$ cat config.mk
export PLATFORM = sky130hd
export DESIGN_NAME = register_pipe
export DESIGN_NICKNAME = d
export VERILOG_FILES = /design/src/rtl/register_pipe_pkg.sv /design/src/rtl/register_pipe_stage.sv /design/src/rtl/register_pipe.sv
export SDC_FILE = /design/constraint.sdc
export NUM_CORES = 1
export LEC_CHECK = 0
export CAP_MARGIN = 20
export CORE_MARGIN = 1.5
export CORE_UTILIZATION = 48
export DETAILED_ROUTE_END_ITERATION = 7
export GPL_ROUTABILITY_DRIVEN = 0
export PLACE_DENSITY_LB_ADDON = 0.25
export SYNTH_ARGS = -nofsm -noshare
export SYNTH_HDL_FRONTEND = slang
export SYNTH_SLANG_ARGS = --single-unit
$ cat constraint.sdc
create_clock -name clk -period 3.25 [get_ports clk]
set_clock_uncertainty 0.1 [all_clocks]
set_input_delay 0.65 -clock clk [delete_from_list [all_inputs] [get_ports clk]]
set_output_delay 0.65 -clock clk [all_outputs]
set_load 0.05 [all_outputs]
$ cat src/rtl/register_pipe_pkg.sv
// rtl/register_pipe_pkg.sv - shared helpers for the elastic register pipe
package register_pipe_pkg;

    function automatic int clog2(input int n);
        int r;
        int v;
        r = 0;
        v = 1;
        while (v < n) begin
            v = v * 2;
            r = r + 1;
        end
        return r;
    endfunction

endpackage

$ cat src/rtl/register_pipe_stage.sv
// rtl/register_pipe_stage.sv - one valid/data register pair of the elastic pipe
module register_pipe_stage #(
    parameter int               WIDTH     = 17,
    parameter logic [WIDTH-1:0] RESET_VAL = '0
) (
    input  logic             clk,
    input  logic             reset_n,
    input  logic             load,
    input  logic             flush,
    input  logic             v_in,
    input  logic [WIDTH-1:0] d_in,
    output logic             v_out,
    output logic [WIDTH-1:0] d_out
);

    logic             v_q, v_d;
    logic [WIDTH-1:0] d_q, d_d;

    // Data only moves with a real word, so a stalled or drained stage keeps its value.
    always_comb begin
        v_d = v_q;
        d_d = d_q;
        if (flush) begin
            v_d = 1'b0;
        end else if (load) begin
            v_d = v_in;
        end
        if (load && v_in) begin
            d_d = d_in;
        end
    end

    always_ff @(posedge clk or negedge reset_n) begin
        if (!reset_n) begin
            v_q <= 1'b0;
            d_q <= RESET_VAL;
        end else begin
            v_q <= v_d;
            d_q <= d_d;
        end
    end

    assign v_out = v_q;
    assign d_out = d_q;

endmodule

$ cat src/rtl/register_pipe.sv
// rtl/register_pipe.sv - stallable multi-stage pipeline register with flush and occupancy
module register_pipe
    import register_pipe_pkg::*;
#(
    parameter int               WIDTH     = 17,
    parameter int               STAGES    = 2,
    parameter logic [WIDTH-1:0] RESET_VAL = '0,
    localparam int              CW        = clog2(STAGES + 1)
) (
    input  logic             clk,
    input  logic             reset_n,
    input  logic             in_valid,
    output logic             in_ready,
    input  logic [WIDTH-1:0] in_data,
    output logic             out_valid,
    input  logic             out_ready,
    output logic [WIDTH-1:0] out_data,
    input  logic             flush,
    output logic [CW-1:0]    count
);

    logic [STAGES-1:0] v;
    logic [WIDTH-1:0]  d [STAGES];
    logic [STAGES:0]   r;
    logic [CW-1:0]     count_q, count_d;
    logic              in_xfer, out_xfer;

    // A stage may load whenever it is empty or everything below it drains this cycle.
    always_comb begin
        r         = '0;
        r[STAGES] = out_ready;
        for (int i = STAGES - 1; i >= 0; i--) begin
            r[i] = !v[i] || r[i+1];
        end
    end

    for (genvar g = 0; g < STAGES; g++) begin : g_stage
        if (g == 0) begin : g_first
            register_pipe_stage #(.WIDTH(WIDTH), .RESET_VAL(RESET_VAL)) u_stage (
                .clk    (clk),
                .reset_n(reset_n),
                .load   (r[g]),
                .flush  (flush),
                .v_in   (in_valid),
                .d_in   (in_data),
                .v_out  (v[g]),
                .d_out  (d[g])
            );
        end else begin : g_next
            register_pipe_stage #(.WIDTH(WIDTH), .RESET_VAL(RESET_VAL)) u_stage (
                .clk    (clk),
                .reset_n(reset_n),
                .load   (r[g]),
                .flush  (flush),
                .v_in   (v[g-1]),
                .d_in   (d[g-1]),
                .v_out  (v[g]),
                .d_out  (d[g])
            );
        end
    end

    assign in_ready  = r[0] && !flush;
    assign out_valid = v[STAGES-1];
    assign out_data  = d[STAGES-1];
    assign in_xfer   = in_valid && in_ready;
    assign out_xfer  = out_valid && out_ready;

    always_comb begin
        count_d = count_q;
        if (flush) begin
            count_d = '0;
        end else begin
            count_d = count_q + CW'(in_xfer) - CW'(out_xfer);
        end
    end

    always_ff @(posedge clk or negedge reset_n) begin
        if (!reset_n) begin
            count_q <= '0;
        end else begin
            count_q <= count_d;
        end
    end

    assign count = count_q;

endmodule

# --- Word level (Yosys, flattened, before mapping) ---
# Cells that the tools add are included.
classes:
  add_sub_neg: 2
  mux: 5
  n_reduce_logical: 12
ops:
  columns: ["operator", "count"]
  rows:
  - ["1-bit logical AND", 5]
  - ["1-bit two-way mux", 4]
  - ["2-bit nonzero test", 2]
  - ["1-bit logical NOT", 3]
  - ["2-bit by 1-bit adder with 2-bit output", 1]
  - ["1-bit logical OR", 2]
  - ["2-bit two-way mux", 1]
  - ["2-bit by 1-bit subtractor with 2-bit output", 1]
totals:
  regBits: 38
  wordCells: 24

# --- Longest topological paths before layout ---
logic_depth:
  depth_word: 8
  depth_mapped: 11
  mapped_depth_nobuf: 9

# --- Cells and area by module ---
# Synthesis repeated with hierarchy kept, for this count alone.
unflattened:
  hier_cells: 91
  hier_area_um2: 1564.0
by_module_without_submodules:
  columns: ["module", "n_inst", "cells_per_inst", "area_each_um2", "seq_area_each_um2"]
  rows:
  - ["register_pipe_stage", 2, 39, 709.4, 450.4]
  - ["register_pipe", 1, 13, 145.1, 50.0]

# --- Worst setup path before layout ---
# Ideal clock, no wire load.
synth_timing:
  path_kind: "register to register"
  startpoint: "reg g_stage[1].g_next.u_stage.v_q"
  endpoint: "reg count_q[1] (netlist: count[1])"
  t_arrival_ns: 2.298
  t_required_ns: 3.030
  slack_ns: 0.732
  path_stages_with_launch: 12
  path_buffers: 2
  synth_period_minus_slack_ns: 2.518
  cell_sequence: "dfrtp_1 and3b_1 nand2b_4 buf_6 buf_12 or2_2 ha_1 inv_1 ha_1 xor2_1 xnor2_1 nor2_1"
synth_via:
  elab_chain_cells: 8
  elab_cells_between_ends: 9
  cone_classes: "2 x add/sub; 1 x mux; 6 x reduce/logical"
synth_rtl:
  columns: ["element", "line", "source"]
  rows:
  - ["start, declared", "register_pipe_stage.sv:16", "logic v_q, v_d;"]
  - ["start signal, assigned", "register_pipe_stage.sv:38", "v_q <= v_d;"]
  - ["1-bit logical NOT", "register_pipe.sv:33", "r[i] = !v[i] || r[i+1];"]
  - ["1-bit logical OR (2 in series)", "register_pipe.sv:33", null]
  - ["1-bit logical AND", "register_pipe.sv:63", "assign in_ready = r[0] && !flush;"]
  - ["1-bit logical AND", "register_pipe.sv:66", "assign in_xfer = in_valid && in_ready;"]
  - ["2-bit by 1-bit adder with 2-bit output", "register_pipe.sv:74", "count_d = count_q + CW'(in_xfer) - CW'(out_xfer);"]
  - ["2-bit by 1-bit subtractor with 2-bit output (*)", "register_pipe.sv:74", null]
  - ["2-bit two-way mux (*)", "register_pipe.sv:71", "if (flush) begin"]
  - ["net count_d[1]", "register_pipe.sv:25", "logic [CW-1:0] count_q, count_d;"]
  - ["end signal, assigned", "register_pipe.sv:82", "count_q <= count_d;"]
  - ["end, declared", "register_pipe.sv:25", null]
# Mark *: on every way through the listed nets, which the timed path passes. The rest lies on a longest branch.
# A chain may end at the register's enable or synchronous reset.

# --- Worst setup path in the final report ---
layout_timing:
  startpoint: "in out_ready"
  endpoint: "reg count_q[1] (netlist: count[1])"
layout_via:
  elab_chain_cells: 7
  elab_cells_between_ends: 8
  cone_classes: "2 x add/sub; 1 x mux; 5 x reduce/logical"
layout_rtl:
  columns: ["element", "line", "source"]
  rows:
  - ["start, declared", "register_pipe.sv:16", "input logic out_ready,"]
  - ["1-bit logical OR (2 in series)", "register_pipe.sv:33", null]
  - ["1-bit logical AND", "register_pipe.sv:63", null]
  - ["1-bit logical AND", "register_pipe.sv:66", null]
  - ["2-bit by 1-bit adder with 2-bit output", "register_pipe.sv:74", null]
  - ["2-bit by 1-bit subtractor with 2-bit output (*)", "register_pipe.sv:74", null]
  - ["2-bit two-way mux (*)", "register_pipe.sv:71", null]
  - ["net count_d[1]", "register_pipe.sv:25", null]
# Marks and branches as above.

==> results by group <==
STA
  • Max-slew violations: 0
  • Worst-Margin Slew: between 0.8 and 0.9 ns
  • Setup-failing EPs final: 0
  • RSZ-0062 raised after global routing: false
  • Slew HR: 0.454
  • Fin Setup TNS: 0 ns
  • Final Hold Viols: 0
  • Period Utilization, post-route: 0.784
  • Min Tclk post-route: 2.55 ns
  • Hold Slack: between 0.3 and 0.4 ns
  • Max Clock Freq: roughly 400 MHz

Global route
  • Initial antenna violation count: 0
  • Global-route wire length before repair: 3810 um
  • Largest net degree at the start of global routing: 39
  • Grt ovf: 0
  • Vias in the first global route: between 800 and 900
  • All-Layer GR Usage: 0.147

Power and ir drop
  • Clk network pwr share: 0.196
  • Reg power frac: 0.463
  • Power Dens Cells: 618 nW/um2
  • Maximum vdd drop: 0.000306 V
  • Combinational Power Share: 0.342
  • Int Pwr: 0.000829 W
  • P_leak: 0.909 nW
  • Sw frac: 0.342
  • Sw power: between 0.0004 and 0.0005 W

Worst setup path
  • Startpoint types: input port
  • FF-to-FF setup slack: 1.11 ns
  • Most frequent CP cell: ha_1
  • CP required: ~3.4 ns
  • Critical path's largest stage delay: 0.51 ns
  • CP Class: input port to register
  • Critical Path Slowest Stage Cell: clkdlybuf4s50_1
  • Worst Path Max Fanout: 3
  • WP data arrival: approximately 2.7 ns
  • Worst Setup End Kind: register
  • CP Cell Sequence: clkdlybuf4s50_1, and3b_1, nand2b_4, or2_2, ha_1, inv_1, ha_1, xor2_1, xnor2_1, nor2_1

Finish
  • Layout cells sized above 1: 0.336
  • Number of fillers in the final layout: 293
  • Layout area overhead: 22.9%
  • Diodes inserted: 0
  • Fin nets: 166

Placement
  • DPL Wire Length: about 1900 um
  • Port buffer count: 42

Route
  • Final WL: 2600 um
  • DRT iter0 DRCs: 18
  • DR pass1 iterations: 2
  • Via count: 902
  • Wire per inst: ~14 um
  • # DRC: 0
  • Antenna viol nets, final: 0
  • Post-DR vias/cell: 4.77

Clock tree
  • CTS Hold Buffers Added: 0
  • Total CTS buffers: 5
  • Sink Count: 38
  • Post-CTS Resized: 0
  • Clock Latency Late Sink: 0.34 ns
  • CTS Buffer Depth: 2
  • Root Driver: clkbuf_4
  • CTS tree: yes
  • Post-CTS Setup Repair Bufs: 0
  • Reg clk slew, reported paths: 0.11 ns
  • # H-tree levels: 2

Flow run
  • Max_cap viols: 0

Logic synthesis
  • Seq/Total Area, Yosys: 0.573
  • Area contributors post-synth: dfrtp_1 (57%), mux2_2 (17%), buf_4 (8.1%)
  • Post-synth ARST share: 1.00
  • Post-synth top area share: 0.573
  • Leading area contributor after synthesis: dfrtp_1
  • #FFs+latches synth: 38
  • Yosys warns: 0
  • Avg Inst Size Synth: 14.9 um2
  • Mapped cell area: 1660 um2
  • Post-synth EDFFs: 0
  • Distinct cell type count after synthesis: 17
  • Post-synth top flop: dfrtp_1
  • Post-synth net total: 135
  • Gate count of the mapped netlist: 111

Floorplanning
  • Row count: 21
  • Starting Density: 0.497
  • Die Ht: 61.8 um
  • I/O pin total: 43
  • Core area: 3340 um2
  • Die width: 61.8 um
  • Die ar.: 3820 um2

Worst hold path
  • Worst hold path type: input port to asynchronous set/reset pin

Status
  • Status: finished, final reports clean
## Yosys cell counts (2+ instances only)
cell type / instances
mux2_2: 25
buf_4: 18
ha_1: 2
dfrtp_1: 38
mux2_4: 9
nor2_1: 6
inv_1: 3
## power groups by stage
stage	logic, W	clock network (W)	registers, W
3_3_place_gp	0.000428	0	0.000589
5_1_grt	0.000455	0.000282	0.000593
6_report	0.000430	0.000247	0.000583
2_1_floorplan	0.000348	0	0.000594
4_1_cts	0.000435	0.000261	0.000584
3_5_place_dp	0.000435	0	0.000594
## worst paths after layout
path,from,to,depth (start not counted)
setup reg to reg,g_stage[0].g_first.u_stage.v_out,count[1],9
max in group asynchronous,reset_n,g_stage[1].g_next.u_stage.d_out[0],1
setup / recovery,out_ready,count[1],10
hold reg to reg,g_stage[0].g_first.u_stage.d_out[0],g_stage[1].g_next.u_stage.d_out[0],1
hold / removal,reset_n,g_stage[1].g_next.u_stage.d_out[10],1
min in group clk,g_stage[0].g_first.u_stage.d_out[0],g_stage[1].g_next.u_stage.d_out[0],1
## flip-flops by register name (all words and copies together), names as in the netlist
name,flops
g_stage.g_first.u_stage.d_out,17
g_stage.g_first.u_stage.v_out,1
count,2
g_stage.g_next.u_stage.v_out,1
g_stage.g_next.u_stage.d_out,17
## area by class of cell
cell class	instances	area [um2]	share of cell area
clock buffers	7	55.1	0.0270
clock inverters	1	5.00	0.00246
inverters	3	11.3	0.00552
multi-input cells	50	531	0.260
flip-flops and latches	38	951	0.467
well taps	46	57.6	0.0282
repair buffers	44	428	0.210
## layer usage
metal	wire length, um	vias to the layer above	GRT usage
met2	1390	27	0.259
met1	1000	451	0.153
met5	0	-	0
met3	127	9	0.0559
met4	76	0	0.0760
li1	-	415	-
## cells by family (layout without fill, tap and decap cells)
kind of cell               Yosys count  in the layout  synth area share
buffers and inverters               23             55             0.107
adders and majority gates            2              2            0.0151
xor gates and xnor gates             2              2            0.0106
muxes                               34             34             0.251
DFF                                 38             38             0.573
AOI/OAI and AO/OA                    2              2           0.00829
and+or+nand+nor                     10             10            0.0347
## placed cells by master, fill, tap and decap left out
cell,Yosys,routed
a21oi_1,1,1
and3b_1,1,1
buf_2,0,1
buf_4,18,3
clkbuf_1,0,1
clkbuf_4,0,5
clkbuf_8,0,1
clkdlybuf4s50_1,0,40
clkinv_2,0,1
dfrtp_1,38,38
ha_1,2,2
inv_1,3,3
mux2_2,25,25
mux2_4,9,9
nand2b_4,1,1
nor2_1,6,6
nor2b_1,1,1
o21ai_2,1,1
or2_2,1,1
xnor2_1,1,1
xor2_1,1,1
## worst max-delay path: cells and delay by family
family	cells	cell delay, ns
fa+ha+maj	2	0.42
buf+inv	2	0.57
simple gates	4	0.70
xor+xnor	2	0.31
## stage by stage
step	cells	cell area [um2]	total power [W]	utilization	worst slack, ns
6_report	189	2040	0.00126	0.611	0.703
5_1_grt	189	2040	0.00133	0.611	0.630
4_1_cts	189	2040	0.00128	0.611	0.702
3_5_place_dp	181	1980	0.00103	0.593	0.347
3_3_place_gp	181	1980	0.00102	0.593	0.463
2_1_floorplan	111	1660	0.000942	-	0.732
(Power assumes the default switching activity.)
